### src/rtl/awgn_pkg.sv
// awgn_pkg: definitions shared by awgn2 and awgn_stats.
//   SW        - sample width (signed Q5.11)
//   FRAC_BITS - fraction bits of the sample Q-format
//   state_t   - awgn_stats FSM encoding
package awgn_pkg;

  localparam int SW        = 16;
  localparam int FRAC_BITS = 11;

  typedef enum logic [1:0] {
    ST_IDLE  = 2'd0,
    ST_ACCUM = 2'd1,
    ST_DONE  = 2'd2
  } state_t;

endpackage

### src/rtl/awgn_acc.sv
// awgn_acc: per-sample arithmetic and accumulators of awgn_stats.
//   clk, reset   - clock, async active-low reset
//   clr          - synchronous clear of all accumulators
//   en           - accumulate x this cycle
//   x            - signed sample
//   thresh       - unsigned outlier magnitude threshold
//   avg          - sum of samples >>> LOG2N (floor)
//   avg_sq       - sum of squares >> LOG2N (truncated)
//   ocnt         - number of samples with |x| > thresh
module awgn_acc
  import awgn_pkg::*;
#(
  parameter int LOG2N = 10,
  parameter int SW    = awgn_pkg::SW
) (
  input  logic                clk,
  input  logic                reset,
  input  logic                clr,
  input  logic                en,
  input  logic [SW-1:0]       x,
  input  logic [SW-2:0]       thresh,
  output logic [SW-1:0]       avg,
  output logic [2*SW-1:0]     avg_sq,
  output logic [LOG2N:0]      ocnt
);

  localparam int SUMW = SW + LOG2N;
  localparam int SQW  = 2 * SW + LOG2N;

  logic [SUMW-1:0]     sum;
  logic [SQW-1:0]      sumsq;
  logic signed [SW:0]  xe;
  logic [SW:0]         mag;
  logic signed [2*SW-1:0] sq_s;
  logic                hit;

  // One extra bit so that the most negative sample has a representable magnitude
  assign xe   = {x[SW-1], x};
  assign mag  = xe[SW] ? unsigned'(-xe) : unsigned'(xe);
  assign hit  = mag > {2'b00, thresh};
  // A square is never negative and (-2^(SW-1))^2 = 2^(2SW-2) still fits 2*SW bits
  assign sq_s = $signed(x) * $signed(x);

  // N = 2^LOG2N samples, so the division by N is a plain bit select;
  // taking the top bits of a two's-complement sum is an arithmetic floor shift.
  assign avg    = sum[SUMW-1:LOG2N];
  assign avg_sq = sumsq[SQW-1:LOG2N];

  always_ff @(posedge clk or negedge reset) begin
    if (!reset) begin
      sum   <= '0;
      sumsq <= '0;
      ocnt  <= '0;
    end else if (clr) begin
      sum   <= '0;
      sumsq <= '0;
      ocnt  <= '0;
    end else if (en) begin
      sum   <= sum + {{LOG2N{x[SW-1]}}, x};
      sumsq <= sumsq + {{LOG2N{1'b0}}, unsigned'(sq_s)};
      ocnt  <= ocnt + {{LOG2N{1'b0}}, hit};
    end
  end

endmodule

### src/rtl/awgn_stats.sv
// awgn_stats: block statistics of a noise sample stream.
// Measures N = 2^LOG2N accepted samples and reports mean, mean-square and
// the count of samples whose magnitude exceeds a threshold.
//   clk, reset   - clock, async active-low reset
//   start        - begin a block (IDLE only), latches thresh
//   clear        - abort the block in progress (ACCUM only)
//   in_valid / in_ready / in_sample - sample stream from awgn2
//   thresh       - outlier magnitude threshold
//   busy         - block in ACCUM or DONE
//   done         - one-cycle pulse, results just loaded
//   mean, msq, outlier_cnt - results, held until the next block completes
module awgn_stats
  import awgn_pkg::*;
#(
  parameter int LOG2N = 10,
  parameter int SW    = awgn_pkg::SW
) (
  input  logic                clk,
  input  logic                reset,
  input  logic                start,
  input  logic                clear,
  input  logic                in_valid,
  output logic                in_ready,
  input  logic [SW-1:0]       in_sample,
  input  logic [SW-2:0]       thresh,
  output logic                busy,
  output logic                done,
  output logic [SW-1:0]       mean,
  output logic [2*SW-1:0]     msq,
  output logic [LOG2N:0]      outlier_cnt
);

  state_t             state;
  logic [LOG2N-1:0]   cnt;
  logic [SW-2:0]      thr_q;
  logic               acc_clr;
  logic               acc_en;
  logic               last;
  logic [SW-1:0]      avg;
  logic [2*SW-1:0]    avg_sq;
  logic [LOG2N:0]     ocnt;

  assign in_ready = (state == ST_ACCUM);
  assign busy     = (state != ST_IDLE);
  assign last     = &cnt;
  assign acc_clr  = (state == ST_IDLE) && start;
  // clear wins over a coincident sample, so that sample never reaches the sums
  assign acc_en   = in_ready && in_valid && !clear;

  awgn_acc #(.LOG2N(LOG2N), .SW(SW)) u_acc (
    .clk    (clk),
    .reset  (reset),
    .clr    (acc_clr),
    .en     (acc_en),
    .x      (in_sample),
    .thresh (thr_q),
    .avg    (avg),
    .avg_sq (avg_sq),
    .ocnt   (ocnt)
  );

  always_ff @(posedge clk or negedge reset) begin
    if (!reset) begin
      state       <= ST_IDLE;
      cnt         <= '0;
      thr_q       <= '0;
      done        <= 1'b0;
      mean        <= '0;
      msq         <= '0;
      outlier_cnt <= '0;
    end else begin
      done <= 1'b0;
      case (state)
        ST_IDLE: begin
          if (start) begin
            state <= ST_ACCUM;
            cnt   <= '0;
            thr_q <= thresh;
          end
        end
        ST_ACCUM: begin
          if (clear) begin
            state <= ST_IDLE;
          end else if (in_valid) begin
            cnt <= cnt + 1'b1;
            if (last) state <= ST_DONE;
          end
        end
        ST_DONE: begin
          // Accumulators are complete here; the Nth sample landed last edge
          state       <= ST_IDLE;
          mean        <= avg;
          msq         <= avg_sq;
          outlier_cnt <= ocnt;
          done        <= 1'b1;
        end
        default: state <= ST_IDLE;
      endcase
    end
  end

endmodule

### config.mk
export PLATFORM = sky130hd
export DESIGN_NAME = awgn_stats
export DESIGN_NICKNAME = d
export VERILOG_FILES = /design/src/rtl/awgn_pkg.sv /design/src/rtl/awgn_acc.sv /design/src/rtl/awgn_stats.sv
export SDC_FILE = /design/constraint.sdc
export NUM_CORES = 1
export LEC_CHECK = 0
export CORE_AREA = 2 2 250 129
export DETAILED_ROUTE_END_ITERATION = 10
export DIE_AREA = 0 0 252 131
export PLACE_DENSITY_LB_ADDON = 0.05
export SYNTH_ARGS = -nofsm -noshare
export SYNTH_HDL_FRONTEND = slang
export SYNTH_SLANG_ARGS = --single-unit
### constraint.sdc
create_clock -name clk -period 4.5 [get_ports clk]
set_clock_uncertainty 0.2 [all_clocks]
set_input_delay 1.35 -clock clk [delete_from_list [all_inputs] [get_ports clk]]
set_output_delay 1.35 -clock clk [all_outputs]
set_load 0.05 [all_outputs]
* After elaboration in Yosys (flattened, before gate mapping)
Index checks and enable logic that the tools add are counted.
** Operators by class
- Magnitude comparators :: 1
- Add/subtract/negate cells :: 5
- Eq/ne operators :: 7
- Multipliers :: 1
- Multiplexer cells :: 17
- Reductions and logical operators :: 12
** Operator list (number)
- two-way mux 42 bit :: 2
- two-way mux 26 bit :: 2
- adder 42 x 32 -> 42 bit :: 1
- multiplier 16 x 16 -> 32 bit :: 1
- two-way mux 10 bit :: 3
- adder 26 bit :: 1
- two-way mux 11 bit :: 2
- one-hot mux 10 bit (2 select lines) :: 1
- > comparator 17 x 15 -> 1 bit :: 1
- two-way mux 17 bit :: 1
- negation 16 -> 17 bit :: 1
- adder 11 x 1 -> 11 bit :: 1
- adder 10 x 1 -> 10 bit (second input constant) :: 1
- AND reduction 10 bit :: 1
- two-way mux 2 bit :: 4
- != test 2 bit (second input constant) :: 3
- nonzero test 2 bit :: 3
- one-hot mux 2 bit (2 select lines) :: 1
- AND reduction 4 bit :: 1
- logical AND 1 bit :: 3
- != test 3 x 2 -> 1 bit (second input constant) :: 1
- != test 3 bit (second input constant) :: 1
- AND reduction 3 bit :: 1
- equality test 2 x 1 -> 1 bit (second input constant) :: 1
- 5 further kinds :: 5
** Word-level totals
- Register bits after elaboration :: 166
- Output and inout port bits :: 62
- Input port bits :: 36

* Longest topological paths before layout
- Depth after elaboration :: 6
- Mapped depth :: 36
- Gate-level depth less buffers :: 34

* Hierarchy
A second synthesis with hierarchy kept.
** Second synthesis, totals
- Cell total of the unflattened synthesis :: 2066
- Area, all modules :: 19364.8 sq um
** Modules (own cells, without submodules)
- awgn_acc :: cells an instance 1809, sequential area each 1976.9 sq um, area an instance 15979.1 sq um, instances 1
- awgn_stats :: cells an instance 257, sequential area each 2177.1 sq um, area an instance 3385.7 sq um, instances 1

* Worst setup path after synthesis
OpenSTA, ideal clock, no wires.
- Path kind :: input to register
- Start :: in in_sample[11]
- End :: reg u_acc.sumsq[34]
- Data required time :: 4.214 ns
- Slack :: -4.909 ns
- Cell stages on the path :: 32
- Data arrival time :: 9.123 ns
- Path through :: clkbuf_1 -> clkbuf_1 -> nand2_1 -> fa_1 -> fa_1 -> fa_1 -> inv_1 -> fa_1 -> fa_1 -> inv_1 -> fa_1 -> inv_1 -> ha_1 -> and3_1 -> a21boi_0 -> a41oi_1 -> a21boi_0 -> o21ai_0 -> nand2b_1 -> a21o_1 -> a21oi_1 -> xnor2_1 -> ha_1 -> a21oi_1 -> o21ai_1 -> a2111oi_1 -> o311ai_1 -> nor3b_1 -> a21oi_1 -> a221oi_4 -> mux2_2 -> nor3_1
** Between the ends
- Cells in the longest elaborated chain, start to end :: 4
** Ends and longest elaborated chain
- start: declaration :: line awgn_stats.sv:24 : input logic [SW-1:0] in_sample,
- multiplier 16 x 16 -> 32 bit :: line awgn_acc.sv:42 : assign sq_s = $signed(x) * $signed(x);
- adder 42 x 32 -> 42 bit :: line awgn_acc.sv:60 : sumsq <= sumsq + {{LOG2N{1'b0}}, unsigned'(sq_s)};
- two-way mux 42 bit :: line awgn_acc.sv:58 : end else if (en) begin
- two-way mux 42 bit :: line awgn_acc.sv:54 : end else if (clr) begin
- end signal: assignment :: line awgn_acc.sv:60
- end: declaration :: line awgn_acc.sv:31 : logic [SQW-1:0] sumsq;
Every way passes these cells. The select of a mux whose other input is x is not followed.
A chain may end at the register's enable or synchronous reset.

* Worst setup path after layout
- Start :: in in_sample[12]
- End :: reg u_acc.sumsq[35]
Same word-level chain as after synthesis.

==> results <==
worst max-delay path: cells and delay by family:
kind | cells | cell delay, ns
simple gates | 5 | 0.98
xor+xnor | 1 | 0.16
compound gates | 9 | 1.56
buf+inv | 8 | 1.14
fa+ha+maj | 8 | 3.75
layout make-up:
class | instances | area [sq um]
inverter | 386 | 1474
sequential | 166 | 4154
timing repair buffer | 556 | 4878
tap | 408 | 510.5
clock inverter | 14 | 153.9
multi-input combinational | 1547 | 15190
clock buffer | 18 | 439.2
fill | 1610 | 4168
registers in the layout, summed over array words and instances (netlist names):
register / flops
mean: 16
outlier_cnt: 11
u_acc.sum: 26
msq: 32
u_acc.ocnt: 11
thr_q: 15
u_acc.sumsq: 42
done: 1
state: 2
cnt: 10
metal layers:
metal	track usage [%]	share of wire [%]	up-vias
met4	11.21	3.8	2
li1	-	-	7994
met3	9.746	9.8	241
met1	53.52	41	9161
met5	0	0.020	-
met2	59.21	45	1064
worst max path at each step:
stage / from / end / slack (ns)
3_3_place_gp: in_sample[1] / u_acc.sumsq[38] / -4.93
6_report: in_sample[12] / u_acc.sumsq[35] / -4.32
5_1_grt: in_sample[4] / u_acc.sumsq[35] / -4.44
3_5_place_dp: in_sample[1] / u_acc.sumsq[38] / -5.12
2_1_floorplan: in_sample[8] / u_acc.sumsq[34] / -4.09
4_1_cts: in_sample[9] / u_acc.sumsq[34] / -3.95
cells by family after synthesis:
logic type / Yosys count / synth area share [%]
AOI/OAI and AO/OA: 334 / 11.60
xor gates and xnor gates: 111 / 5.092
adders and majority gates: 408 / 36.10
buffers and inverters: 460 / 9.051
DFF: 166 / 21.76
muxes: 6 / 0.3277
and+or+nand+nor: 688 / 16.07
layout by cell type (no fill, tap or decap), types with 39 or more instances in the layout:
cell / netlist / final
o21ai_0: 103 / 66
nand2_1: 347 / 313
ha_4: 0 / 43
inv_1: 383 / 336
nor2_1: 109 / 81
clkdlybuf4s50_1: 0 / 80
inv_2: 2 / 42
xnor2_1: 66 / 53
dfrtp_1: 166 / 166
buf_6: 0 / 69
nand3_1: 80 / 73
ha_1: 170 / 121
xor2_1: 45 / 39
fa_1: 238 / 226
buf_4: 0 / 381
metrics by stage:
stage,std cells,cell area (sq um)
6_report,3095,26800
2_1_floorplan,2173,19890
5_1_grt,3095,26800
3_3_place_gp,2953,23530
4_1_cts,3067,25870
3_5_place_dp,2953,23530
timing repair:
| action | CTS | global route |
|---|---|---|
| cloned | 4 | 0 |
| pin swaps | 166 | 151 |
| hold endpoints to repair | 0 | 0 |
| buffers inserted | 83 | 39 |
| resized for setup | 311 | 178 |
| setup endpoints to repair | 52 | 49 |
==> flow_summary.yaml <==
status:
  status: "complete, but fails checks"
  violations: "setup timing"
setup_path:
  rr_worst_depth: 18
  critPathMostFrequentCell: "fa_1"
  crit_arrival_ns: 8.96
  worstReg2RegStart: "thr_q[1]"
  max_stage_delay_ns: 0.58
  required_ns: 4.64
  critPathCaptureType: "flop"
  cpMaxStageDelayCell: "fa_1"
  crit_path_start_kind: "input pin"
  cp_max_fo: 5
  setup.worst_path.class: "input pin to flop"
  reg2reg_slack_ns: 0.99
  r2r_end: "u_acc.ocnt[4]"
synthesis:
  synth_nets: 2617
  synth_edf_count: 0
  ys_seq_elements: 166
  synth_top_cell_by_area: "fa_1"
  post-synth-top-count-cell: "inv_1"
  syn_inst: 2173
  syn_avg_cell_area_sq_um: 8.785
  synthTopCellsByArea: "fa_1, dfrtp_1, ha_1"
  async_flop_share_pct: 100.0
  synth_top_cell_area_share_pct: 24.96
  netlist_area_sq_mm: 0.01909
  yosysUniqueCellTypes: 77
  synth-seq-area-share_pct: 21.76
  yosysWarnings: 0
  synthFlopType: "dfrtp_1"
  synthTopCellsByCount: "inv_1, nand2_1, fa_1"
cts:
  clk_latency_ns: 0.45
  htreeDepth: 4
  cts_buffers: 17
  cts_tree: "built"
  clk_pin_slew_ns: 0.07
  clock-sinks: 166
  cts_buffer_depth: 2
  cts_hold_buf: 0
  ctsRootBufferMaster: "clkbuf_16"
timing:
  worstMarginPinSlew_ns: 1.066
  setup_viol: 49
  rsz0062_at_grt: "true"
  fin_ws_ns: -4.319
  maxSlewHeadroom_pct: 28.82
  period_minus_slack_ns: 8.819
  slew_violations: 0
  hold_viol_final: 0
  fin_setup_tns_ns: -127.10
  holdWs_ns: 0.2794
  post-route-period-util_pct: 196.0
  fmax_mhz: 113.4
die:
  dieArea_sq_mm: 0.03301
  die_w_microns: 252
  io_pins: 98
  start_util_pct: 61.65
  core_sq_mm: 0.03096
  rows: 46
  fp.dieH_microns: 131
global_route:
  grt_first_pass_wirelength_microns: 97170
  overflow: 0
  grt_usage_pct: 38.16
  antenna_found_initial: 1
  grt_pass1_vias: 18280
  grt_max_degree: 81
final_layout:
  drive_gt1_share_pct: 31.97
  area_growth_pct: 40.37
  diodes: 0
  layout.nets: 3118
  final_core_util_pct: 86.54
drt:
  viasPerCell: 5.965
  drt_pass1_iterations: 6
  postRouteAntennaNets: 0
  remaining_drc_errors: 0
  via_count: 18460
  drt_wl_total_microns: 66240
  post_drt_wl_per_cell_microns: 21.40
  drt_iter0_markers: 1854
placement:
  gp_congestion: 0.9661
  dp_hpwl_microns: 44830
  place_ws_ns: -5.117
  portBuffers: 97
min_path:
  hold_depth: 2
  worstHoldEndpoint: "msq[5]"
  min_from: "msq[5]"
  min_path_type: "flop to flop"
job:
  cap_viol_max_count: 0
Power of run 1 is not shown: default switching activity piles up to over one toggle a cycle in this logic, so the estimate is an artifact.
